===== src/rtl/fifo_drain_ctrl.sv =====
// Read-side drain controller: pops a source FIFO, absorbs its 1-cycle read latency, forwards registered words.
// Optional: DRAIN_PARITY_EN adds a registered parity_out aligned with data_out/valid_out.
module fifo_drain_ctrl #(
  parameter int TAMANO_DATOS = 12,
  parameter int CNT_WIDTH    = 16
) (
  input  logic                    clk,
  input  logic                    reset,
  input  logic                    init,
  input  logic [7:0]              umbral_alto_in,
  input  logic [7:0]              umbral_bajo_in,
  input  logic                    fifo_empty,
  input  logic                    fifo_error,
  input  logic [TAMANO_DATOS-1:0] fifo_data,
  input  logic                    dest_full,
  input  logic                    dest_almost_full,
  output logic                    fifo_read_enable,
  output logic [TAMANO_DATOS-1:0] data_out,
  output logic                    valid_out,
  output logic [7:0]              umbral_alto_out,
  output logic [7:0]              umbral_bajo_out,
  output logic [2:0]              state,
  output logic                    idle,
  output logic [CNT_WIDTH-1:0]    words_sent
`ifdef DRAIN_PARITY_EN
  ,
  output logic                    parity_out
`endif
);

  typedef enum logic [2:0] {
    ST_RESET  = 3'd0,
    ST_INIT   = 3'd1,
    ST_IDLE   = 3'd2,
    ST_ACTIVE = 3'd3,
    ST_ERROR  = 3'd4
  } state_t;

  state_t cur_state, next_state;
  logic   rd_pending;
  logic   enter_init;
  logic   to_error;

  always_comb begin
    next_state = cur_state;
    case (cur_state)
      ST_RESET:  next_state = ST_INIT;
      ST_INIT:   if (!init) next_state = ST_IDLE;
      ST_IDLE: begin
        if (fifo_error)       next_state = ST_ERROR;
        else if (init)        next_state = ST_INIT;
        else if (!fifo_empty) next_state = ST_ACTIVE;
      end
      ST_ACTIVE: begin
        if (fifo_error)                     next_state = ST_ERROR;
        else if (init)                      next_state = ST_INIT;
        else if (fifo_empty && !rd_pending) next_state = ST_IDLE;
      end
      ST_ERROR:  next_state = ST_ERROR;
      default:   next_state = ST_RESET;
    endcase
  end

  assign fifo_read_enable = (cur_state == ST_ACTIVE) && !fifo_empty && !dest_full &&
                            !dest_almost_full && !fifo_error;
  assign enter_init = (next_state == ST_INIT) && (cur_state != ST_INIT);
  // Gating on next_state keeps valid_out low from the first ERROR cycle and drops the in-flight word.
  assign to_error   = (next_state == ST_ERROR);
  assign state      = cur_state;
  assign idle       = (cur_state == ST_IDLE);

  always_ff @(posedge clk or negedge reset) begin
    if (!reset) cur_state <= ST_RESET;
    else        cur_state <= next_state;
  end

  always_ff @(posedge clk or negedge reset) begin
    if (!reset) begin
      rd_pending      <= 1'b0;
      valid_out       <= 1'b0;
      data_out        <= '0;
      umbral_alto_out <= '0;
      umbral_bajo_out <= '0;
      words_sent      <= '0;
`ifdef DRAIN_PARITY_EN
      parity_out      <= 1'b0;
`endif
    end else begin
      if (to_error) begin
        rd_pending <= 1'b0;
        valid_out  <= 1'b0;
      end else begin
        rd_pending <= fifo_read_enable;
        valid_out  <= rd_pending;
        if (rd_pending) begin
          data_out   <= fifo_data;
`ifdef DRAIN_PARITY_EN
          parity_out <= ^fifo_data;
`endif
        end
      end
      if (cur_state == ST_INIT) begin
        umbral_alto_out <= umbral_alto_in;
        umbral_bajo_out <= umbral_bajo_in;
      end
      if (enter_init)     words_sent <= '0;
      else if (valid_out) words_sent <= words_sent + CNT_WIDTH'(1);
    end
  end

endmodule

===== config.mk =====
export PLATFORM = sky130hd
export DESIGN_NAME = fifo_drain_ctrl
export DESIGN_NICKNAME = d
export VERILOG_FILES = /design/src/rtl/fifo_drain_ctrl.sv
export SDC_FILE = /design/constraint.sdc
export NUM_CORES = 1
export LEC_CHECK = 0
export ABC_AREA = 1
export CAP_MARGIN = 25
export CORE_UTILIZATION = 47
export CTS_CLUSTER_DIAMETER = 50
export DETAILED_ROUTE_END_ITERATION = 16
export PLACE_DENSITY_LB_ADDON = 0.2
export SLEW_MARGIN = 30
export SYNTH_ARGS = -nofsm -noshare
export SYNTH_HDL_FRONTEND = slang
export SYNTH_SLANG_ARGS = --single-unit

===== constraint.sdc =====
create_clock -name clk -period 1.9 [get_ports clk]
set_input_delay 0.19 -clock clk [delete_from_list [all_inputs] [get_ports clk]]
set_output_delay 0.19 -clock clk [all_outputs]
set_load 0.1 [all_outputs]

==> impl_metrics.toml, run 1 <==
[yosys]
seq_area_frac_synth = 0.5396
synth_area_um2 = 2272
number_of_flops_mapped_to_enable_cells_by_yosys = 0
post_synth_inst_count = 255
dominantRegCellSynth = "sky130_fd_sc_hd__dfrtp_1"
ys_async_sr_fraction = 1.000
synth_seq_cells = 49
synth_cell_type_count = 26
syn_nets = 291
avgSynthCellArea_um2 = 8.911
synth_warnings = 0

[final_layout]
total_non_filler_cell_area_in_the_finished_layout_um2 = 3238
utilization = 0.7189
n_fill_cell = 378
drive_gt1_frac = 0.3006
final_nets = 381
area_delta_synth_final_pct = 42.51
antennaDiodeCount = 0

[place]
gpl_wtd_cong = 0.7898
postPlaceCellArea_um2 = 3120
port_buffers = 84
dpl.hpwl_mm = 3.849

[global_routing]
grt.overflow.total = 0
grt_max_degree = 28
grtUsageTotal = 0.2142
wire_length_of_the_first_global_routing_pass_mm = 8.473
antenna_found_initial = 0
first_global_vias = 1860

[timing]
finalSetupTns_ps = 0
number_of_pins_with_negative_max_slew_slack_in_the_final_report = 0
maxClockFrequency_mhz = 578.2
worst_pin_slew_ps = 525.8
rsz0062_at_grt = "no"
timing_hold_violations_final = 0
setup_viol = 0
worst_slew_margin_rel = 0.6495
period_share = 0.9102
fin_skew_ps = 5.834
layout_min_cycle_time_ps = 1729

[routing]
drt_iter0_drc = 82
drt-pass1-iter-count = 4
antenna_violating_nets_post_route = 0
via_per_inst = 4.864
drt-wirelength-per-cell_um = 12.53
drc_errors = 0
route.final.wire_length_mm = 4.985
via_count = 1936

[die]
die_w_um = 71.53
die_height_um = 71.53
boundaryPins = 85
core_area_um2 = 4504
rows = 24
initial_utilization = 0.5044
floorplan_die_area_um2 = 5117

[setup_path]
crit_path_max_fanout = 5
crit_required_ps = 1710
timing.critical_path.arrival_ps = 1540
worst_setup_path_end_kind = "primary output"
cp-start-kind = "flop"
timing.rr.start = "words_sent[0]$_DFFE_PN0P_"
worstSetupStartpoint = "state[0]$_DFF_PN0_"
crit_type = "reg -> out"

[clocking]
cts_htree_levels = 2
cts.path.max_buffers = 2
cts_tree = "built"
clkSinkCount = 49
clkLatencyLatePin_ps = 290
path_clk_slew_ps = 80
cts_made_buffers = 5
post_cts_resize_count = 0
clock-root-buffer = "sky130_fd_sc_hd__clkbuf_8"

[run]
max-cap-violations = 0

[worst_hold_path]
hold_wc_path_type = "in -> async"

[run_status]
status = "complete, no violations"
-- flip-flops by register name (all words and copies together), names as in the netlist --
register         cells
state                3
umbral_alto_out      8
rd_pending           1
umbral_bajo_out      8
data_out            12
words_sent          16
valid_out            1
-- cell usage after synthesis (2+ instances only) --
cell type                 number  area [um^2]
sky130_fd_sc_hd__mux2_2       16        180.2
sky130_fd_sc_hd__inv_2         4        15.01
sky130_fd_sc_hd__nand3_1      17        85.08
sky130_fd_sc_hd__xor2_1        3        26.28
sky130_fd_sc_hd__buf_4         2        15.01
sky130_fd_sc_hd__dfrtp_1      49         1226
sky130_fd_sc_hd__buf_2         3        15.01
sky130_fd_sc_hd__nor3_1        3        15.01
sky130_fd_sc_hd__nor4_1        2        12.51
sky130_fd_sc_hd__a21oi_1       2        10.01
sky130_fd_sc_hd__o21ai_0       4        20.02
sky130_fd_sc_hd__nor2_2        6        37.54
sky130_fd_sc_hd__inv_1        23        86.33
sky130_fd_sc_hd__nor2_1       26        97.59
sky130_fd_sc_hd__nand4_1       5        31.28
sky130_fd_sc_hd__nand2_1      80        300.3
-- path summary, 6_finish.rpt --
kind / to / slack, ps / depth (start not counted)
setup / recovery: fifo_read_enable / 170 / 5
hold / removal: umbral_bajo_out[4]$_DFFE_PN0P_ / 410 / 2
setup reg to reg: words_sent[14]$_DFFE_PN0P_ / 310 / 9
hold reg to reg: data_out[10]$_DFFE_PN0P_ / 480 / 2
max in group asynchronous: words_sent[8]$_DFFE_PN0P_ / 960 / 3
min in group clk: data_out[2]$_DFFE_PN0P_ / 430 / 3
-- routing by layer --
layer  up-vias  global-route usage  routed length [um]
met3         4             0.05767                 283
met1       894              0.2789                2232
li1        983                   -                   -
met2        55              0.3556                2417
met4         0             0.06100                  51
met5         -                   0                   0
-- logic make-up after synthesis --
group | Yosys count | synth area share
AOI/OAI and AO/OA | 8 | 0.01928
xor gates and xnor gates | 4 | 0.01542
adders and majority gates | 1 | 0.005506
buffers and inverters | 33 | 0.06277
DFF | 49 | 0.5396
muxes | 16 | 0.07929
and+or+nand+nor | 144 | 0.2781
-- worst max-delay path: stages, from the launching register on --
cell and delay, ps:
sky130_fd_sc_hd__dfrtp_4 460, sky130_fd_sc_hd__nand2_1 60, sky130_fd_sc_hd__nor2_1 120, sky130_fd_sc_hd__nand2_1 120, sky130_fd_sc_hd__nor4_4 280, sky130_fd_sc_hd__buf_12 210
-- through the flow --
stage	std cells	hold slack [ps]	worst slack [ps]
final	398	408.0	170.5
after global routing	398	422.2	45.80
after CTS	398	413.2	144.3
after detailed placement	389	202.4	145.1
after global placement	389	194.0	192.1
after floorplan	255	-105.6	-277.5
-- layout by cell type (no fill, tap or decap), types with 2 or more instances in the layout --
cell type and instances:
sky130_fd_sc_hd__nor2_1 26, sky130_fd_sc_hd__mux2_2 16, sky130_fd_sc_hd__dfrtp_2 9, sky130_fd_sc_hd__buf_12 4, sky130_fd_sc_hd__o21ai_0 4, sky130_fd_sc_hd__clkdlybuf4s50_1 33, sky130_fd_sc_hd__buf_4 50, sky130_fd_sc_hd__nor3_1 3
sky130_fd_sc_hd__nand3_1 17, sky130_fd_sc_hd__dfrtp_4 2, sky130_fd_sc_hd__nor2_2 6, sky130_fd_sc_hd__nand2_1 80, sky130_fd_sc_hd__inv_2 4, sky130_fd_sc_hd__xor2_1 3, sky130_fd_sc_hd__nand4_1 5, sky130_fd_sc_hd__a21oi_1 2
sky130_fd_sc_hd__dfrtp_1 38, sky130_fd_sc_hd__inv_1 23, sky130_fd_sc_hd__clkbuf_8 5
-- layout make-up --
| cell class | count | area (um^2) | area share |
|---|---|---|---|
| Timing Repair Buffer | 89 | 800.8 | 0.2473 |
| Tap cell | 52 | 65.06 | 0.02009 |
| Sequential cell | 49 | 1245 | 0.3845 |
| Clock inverter | 2 | 35.03 | 0.01082 |
| Clock buffer | 6 | 72.57 | 0.02241 |
| Multi-Input combinational cell | 173 | 918.4 | 0.2836 |
| Inverter | 27 | 101.3 | 0.03130 |
-- timing repair --
action | in CTS | in global routing
hold buffers | 1 | 0
buffers inserted | 0 | 0
endpoints found under the hold margin | 22 | 0
Power of run 1 is left out: the tool's default activity adds up to more than one toggle a clock period on the data nets, which glitch-free logic cannot reach.
==> run 2: changes to the inputs <==
Settings changed: CAP_MARGIN 25 to unset.
==> results of run 2 <==
The final DEF is identical to that of run 1; final timing and power are the same.
Power of run 2 is left out for the same reason.
